===== src/rtl/axil_regfile.sv =====
`default_nettype none
// ============================================================================
// axil_regfile : AXI4-Lite register bank with byte strobes and SLVERR decode
// Revision     : 1.0
// ============================================================================
module axil_regfile #(
  parameter int          ADDR_WIDTH  = 12,
  parameter int          NUM_REGS    = 16,
  parameter logic [31:0] RESET_VALUE = 32'h0
) (
  input  logic                     axil_aclk,
  input  logic                     axil_aresetn,

  input  logic [ADDR_WIDTH-1:0]    s_axil_awaddr,
  input  logic [2:0]               s_axil_awprot,
  input  logic                     s_axil_awvalid,
  output logic                     s_axil_awready,

  input  logic [31:0]              s_axil_wdata,
  input  logic [3:0]               s_axil_wstrb,
  input  logic                     s_axil_wvalid,
  output logic                     s_axil_wready,

  output logic [1:0]               s_axil_bresp,
  output logic                     s_axil_bvalid,
  input  logic                     s_axil_bready,

  input  logic [ADDR_WIDTH-1:0]    s_axil_araddr,
  input  logic [2:0]               s_axil_arprot,
  input  logic                     s_axil_arvalid,
  output logic                     s_axil_arready,

  output logic [31:0]              s_axil_rdata,
  output logic [1:0]               s_axil_rresp,
  output logic                     s_axil_rvalid,
  input  logic                     s_axil_rready,

  output logic [32*NUM_REGS-1:0]   reg_out,
  output logic [NUM_REGS-1:0]      reg_wr_stb
);

  localparam int          c_idx_w       = ADDR_WIDTH - 2;
  localparam logic [31:0] c_num_regs    = 32'(NUM_REGS);
  localparam logic [1:0]  c_resp_okay   = 2'b00;
  localparam logic [1:0]  c_resp_slverr = 2'b10;

  logic                aw_full_q, aw_full_d;
  logic [c_idx_w-1:0]  aw_idx_q,  aw_idx_d;
  logic                w_full_q,  w_full_d;
  logic [31:0]         wdata_q,   wdata_d;
  logic [3:0]          wstrb_q,   wstrb_d;
  logic                bvalid_q,  bvalid_d;
  logic [1:0]          bresp_q,   bresp_d;
  logic                rvalid_q,  rvalid_d;
  logic [31:0]         rdata_q,   rdata_d;
  logic [1:0]          rresp_q,   rresp_d;
  logic [NUM_REGS-1:0] wr_stb_q,  wr_stb_d;
  logic [31:0]         regs_q [NUM_REGS];
  logic [31:0]         regs_d [NUM_REGS];

  logic                aw_hs;
  logic                w_hs;
  logic                ar_hs;
  logic                commit;
  logic                aw_in_range;
  logic                ar_in_range;
  logic [c_idx_w-1:0]  ar_idx;
  logic [31:0]         rd_word;
  logic                unused_bits;

  // Protection bits and the byte offset inside a word carry no meaning here.
  assign unused_bits = ^{s_axil_awprot, s_axil_arprot,
                         s_axil_awaddr[1:0], s_axil_araddr[1:0]};

  assign s_axil_awready = !aw_full_q && !bvalid_q;
  assign s_axil_wready  = !w_full_q && !bvalid_q;
  assign s_axil_arready = !rvalid_q;

  assign aw_hs  = s_axil_awvalid && s_axil_awready;
  assign w_hs   = s_axil_wvalid && s_axil_wready;
  assign ar_hs  = s_axil_arvalid && s_axil_arready;
  assign commit = aw_full_q && w_full_q && !bvalid_q;

  assign ar_idx      = s_axil_araddr[ADDR_WIDTH-1:2];
  assign aw_in_range = 32'(aw_idx_q) < c_num_regs;
  assign ar_in_range = 32'(ar_idx) < c_num_regs;

  // Write channel: independent AW/W holding slots, drained by a single commit.
  always_comb begin
    aw_full_d = aw_full_q;
    aw_idx_d  = aw_idx_q;
    w_full_d  = w_full_q;
    wdata_d   = wdata_q;
    wstrb_d   = wstrb_q;
    bvalid_d  = bvalid_q;
    bresp_d   = bresp_q;

    if (aw_hs) begin
      aw_full_d = 1'b1;
      aw_idx_d  = s_axil_awaddr[ADDR_WIDTH-1:2];
    end
    if (w_hs) begin
      w_full_d = 1'b1;
      wdata_d  = s_axil_wdata;
      wstrb_d  = s_axil_wstrb;
    end

    if (commit) begin
      aw_full_d = 1'b0;
      w_full_d  = 1'b0;
      bvalid_d  = 1'b1;
      bresp_d   = aw_in_range ? c_resp_okay : c_resp_slverr;
    end else if (bvalid_q && s_axil_bready) begin
      bvalid_d = 1'b0;
    end
  end

  // Out-of-range indices match no register, so they neither write nor strobe.
  always_comb begin
    wr_stb_d = '0;
    for (int i = 0; i < NUM_REGS; i++) begin
      regs_d[i] = regs_q[i];
      if (commit && (32'(aw_idx_q) == 32'(i))) begin
        wr_stb_d[i] = 1'b1;
        for (int b = 0; b < 4; b++) begin
          if (wstrb_q[b]) begin
            regs_d[i][8*b +: 8] = wdata_q[8*b +: 8];
          end
        end
      end
    end
  end

  always_comb begin
    rd_word = '0;
    for (int i = 0; i < NUM_REGS; i++) begin
      if (32'(ar_idx) == 32'(i)) begin
        rd_word = regs_q[i];
      end
    end
  end

  // Read capture samples regs_q, so a same-edge commit is not yet visible.
  always_comb begin
    rvalid_d = rvalid_q;
    rdata_d  = rdata_q;
    rresp_d  = rresp_q;
    if (ar_hs) begin
      rvalid_d = 1'b1;
      rdata_d  = rd_word;
      rresp_d  = ar_in_range ? c_resp_okay : c_resp_slverr;
    end else if (rvalid_q && s_axil_rready) begin
      rvalid_d = 1'b0;
    end
  end

  always_ff @(posedge axil_aclk or negedge axil_aresetn) begin
    if (!axil_aresetn) begin
      aw_full_q <= 1'b0;
      aw_idx_q  <= '0;
      w_full_q  <= 1'b0;
      wdata_q   <= '0;
      wstrb_q   <= '0;
      bvalid_q  <= 1'b0;
      bresp_q   <= c_resp_okay;
      rvalid_q  <= 1'b0;
      rdata_q   <= '0;
      rresp_q   <= c_resp_okay;
      wr_stb_q  <= '0;
      for (int i = 0; i < NUM_REGS; i++) begin
        regs_q[i] <= RESET_VALUE;
      end
    end else begin
      aw_full_q <= aw_full_d;
      aw_idx_q  <= aw_idx_d;
      w_full_q  <= w_full_d;
      wdata_q   <= wdata_d;
      wstrb_q   <= wstrb_d;
      bvalid_q  <= bvalid_d;
      bresp_q   <= bresp_d;
      rvalid_q  <= rvalid_d;
      rdata_q   <= rdata_d;
      rresp_q   <= rresp_d;
      wr_stb_q  <= wr_stb_d;
      for (int i = 0; i < NUM_REGS; i++) begin
        regs_q[i] <= regs_d[i];
      end
    end
  end

  assign s_axil_bvalid = bvalid_q;
  assign s_axil_bresp  = bresp_q;
  assign s_axil_rvalid = rvalid_q;
  assign s_axil_rdata  = rdata_q;
  assign s_axil_rresp  = rresp_q;
  assign reg_wr_stb    = wr_stb_q;

  for (genvar i = 0; i < NUM_REGS; i++) begin : g_reg_out
    assign reg_out[32*i +: 32] = regs_q[i];
  end

endmodule

`default_nettype wire


===== config.mk =====
export PLATFORM = sky130hd
export DESIGN_NAME = axil_regfile
export DESIGN_NICKNAME = d
export VERILOG_FILES = /design/src/rtl/axil_regfile.sv
export SDC_FILE = /design/constraint.sdc
export NUM_CORES = 1
export LEC_CHECK = 0
export BUFFER_PORTS_ARGS = -buffer_cell sky130_fd_sc_hd__buf_4
export CELL_PAD_IN_SITES_DETAIL_PLACEMENT = 1
export CELL_PAD_IN_SITES_GLOBAL_PLACEMENT = 1
export CORE_UTILIZATION = 45
export DETAILED_ROUTE_END_ITERATION = 12
export PLACE_DENSITY_LB_ADDON = 0.1
export SKIP_LAST_GASP = 1
export SLEW_MARGIN = 20
export SYNTH_ARGS = -nofsm -noshare
export SYNTH_HDL_FRONTEND = slang
export SYNTH_SLANG_ARGS = --single-unit

===== constraint.sdc =====
create_clock -name axil_aclk -period 6 [get_ports axil_aclk]
set_input_delay 1.2 -clock axil_aclk [delete_from_list [all_inputs] [get_ports axil_aclk]]
set_output_delay 1.2 -clock axil_aclk [all_outputs]
set_load 0.05 [all_outputs]

==> out/results.tsv <==
metric	value	unit
drt wl/cell	36.6	um
#FFs+latches synth	612	
Worst-Margin Slew	1200	ps
DRC Markers	0	
Lkg Pwr	0.0181	uW
I/O pin count	642	
clk slew on worst S/H paths	60	ps
DP Worst Slack	1530	ps
cell count after synthesis	2229	
Hold Vio Cnt, Final	0	
Clock Sinks	612	
clock buffer depth	3	
htree depth	3	
crit end category	flip-flop	
Synthesis Warnings	0	
total congestion overflow	0	
Resize count post-CTS	0	
commonest cells after routing, fill and taps aside	682 x buf_4, 612 x dfrtp_1, 570 x mux2_2	
antenna violations before repair	4	
all-layer global routing usage	42.8	%
Pre-Repair DR Iteration Count	5	
area of the multi-input gates	12100	um^2
most frequent CP cell	nor2_1	
post-route worst setup slack	1970	ps
worst hold slack	512	ps
Register Area	15300	um^2
Unique masters post-synth	73	
Maximum Capacitance Violations	0	
Slowest-stage cell, CP	nor2_1	
fraction of layout cells with a size suffix above 1	50.6	%
maximum clock frequency	248	MHz
Async SR Flop Fraction	100	%
EDFF count, synth	0	
initial drt markers	2238	
# fillers	6291	
Die Y	252	um
hold_buf cts	0	
die area	63300	um^2
number of nets with antenna violations after routing	0	
CP Launch Type	primary input	
most common cell after layout, fill and taps aside	buf_4	
post-placement cell area	33800	um^2
Buf+Inv Stages, Crit Path	1	
largest net degree at the start of global routing	165	
Min-Delay Path Class	flip-flop to flip-flop	
cts bufs inserted	68	
WS Path Type	primary input to flip-flop	
Final min period	4030	ps
reg-to-reg endpoint	reg_out[117]	
clk root buf	clkbuf_16	
R2R cell count	6	
Critical R2R Launch	aw_idx_q[9]	
Area growth syn-to-layout	28.3	%
CP max stage delay	930	ps
Final Cell Area	35900	um^2
status	finished clean	
register area share after synthesis	54.7	%
Final #Nets	2917	
Synth Flop Type	dfrtp_1	
cell breakdown of the critical path	buf_4 -> and4bb_2 -> nand2_1 -> nor2_1 -> nor2_1 -> o221ai_1 -> o31ai_1	
Initial Util	45.5	%
RSZ-0062 raised after global routing	no	
IO Port Bufs	629	
mapped cell area	28000	um^2
vias in the first global route	25067	
Avg Cell Area, Syn	12.6	um^2
core area	61600	um^2
PD cells	317	nW/um^2
Final Slew Violations	0	
final setup vio count	0	
WL final	136	mm
Crit path required time	6500	ps
CP top delay family	simple AND/OR/NAND/NOR gates	
Critical Path Start	s_axil_araddr[4]	
first-pass GRT wire length	191	mm
Setup crit end	s_axil_rdata[29]	
maximum fanout along the worst path	56	
Post-CTS Setup Inserts	0	
Arr. time, crit path	4530	ps
fin cells	3726	
Worst path depth	7	
RePlAce Congestion	0.936	
Slew HR	19.6	%
placed insts	3611	
later-pin clock latency in the skew report	610	ps
via count	24030	
Final TNS setup	0	ps
post-DP HPWL	94.9	mm
Final Skew	29.6	ps
peak supply drop	0.344	mV
final worst path period share	67.2	%
CTS tree	yes	
number of cell rows	91	
drt via density	6.45	
die width	252	um
reg2reg setup slack	2340	ps
synthesized netlist by cell type, drive strengths merged (6+ instances only):
library cell	count	area, um^2
nor2b	18	113
mux2i	55	551
clkbuf	105	394
mux4	6	135
a32oi	10	87.6
o22a	10	87.6
buf	39	176
nor3	38	239
nand3	30	155
and3	12	75.1
o32ai	7	61.3
mux2	575	6470
dfrtp	612	15300
a2111oi	9	78.8
o211ai	15	113
or3	6	37.5
a31oi	25	156
a211o	6	52.6
nand3b	9	75.1
a22oi	16	120
a2bb2oi	8	70.1
a21oi	112	561
o21ai	91	455
or4	6	48.8
nor2	91	372
a211oi	13	97.6
inv	11	41.3
a221oi	17	149
nand4	6	37.5
nand2	135	639
or2	8	50.1
nand2b	12	75.1
o221ai	17	149
a22o	8	70.1
o22ai	38	238
registers in the layout, summed over array words and instances (netlist names), 4 cells and up:
register and cells:
wdata_q 32, s_axil_rdata 32, aw_idx_q 10, reg_out 512, reg_wr_stb 16, wstrb_q 4
logic make-up (layout without fill, tap and decap cells):
group / Yosys count / in the layout / synth area share, %
muxes: 636 / 636 / 25.6
DFF: 612 / 612 / 54.7
AOI/OAI and AO/OA: 438 / 438 / 10.2
and+or+nand+nor: 385 / 385 / 7.30
buffers and inverters: 156 / 813 / 2.20
other: 1 / 4 / 0.0134
xor gates and xnor gates: 1 / 1 / 0.0313
per-stage QoR:
step,utilization [%],total power [uW]
3_3_place_gp,54.8,7150
2_1_floorplan,-,6270
5_1_grt,58.3,11700
3_5_place_dp,54.8,7240
6_report,58.3,11400
4_1_cts,58.3,11400
power breakdown:
group	total [uW]	switching [uW]	internal (uW)
clock	4150	1720	2430
sequential	5370	946	4430
combinational	1850	1210	642
cell type report:
cell class	instances	share of cell area, %
Tap cell	837	2.91
Antenna cell	2	0.0139
Inverter	12	0.125
Multi-Input combinational cell	1462	33.8
Clock buffer	101	5.59
Clock inverter	12	0.393
Timing Repair Buffer	688	14.5
Sequential cell	612	42.6
worst min-delay path by stage:
stage	start	depth (start not counted)	end
2_1_floorplan	aw_full_q	1	aw_full_q
3_3_place_gp	s_axil_rdata[29]	2	s_axil_rdata[29]
3_5_place_dp	s_axil_rdata[0]	2	s_axil_rdata[0]
4_1_cts	s_axil_rdata[0]	2	s_axil_rdata[0]
5_1_grt	reg_out[487]	1	reg_out[487]
6_report	s_axil_rdata[0]	2	s_axil_rdata[0]
metal layers:
layer / vias up / wire length [um] / global-route usage (%)
met5: - / 41 / 0
met4: 6 / 8570 / 24.1
met3: 400 / 13800 / 12.4
met2: 1403 / 62200 / 66.2
met1: 12708 / 51700 / 53.7
li1: 9513 / - / -
tightest hold or removal path, stage by stage, from the launching register on:
cell and delay (ps):
dfrtp_1 350, a21oi_1 70, o21ai_0 60
(Power assumes the default switching activity.)
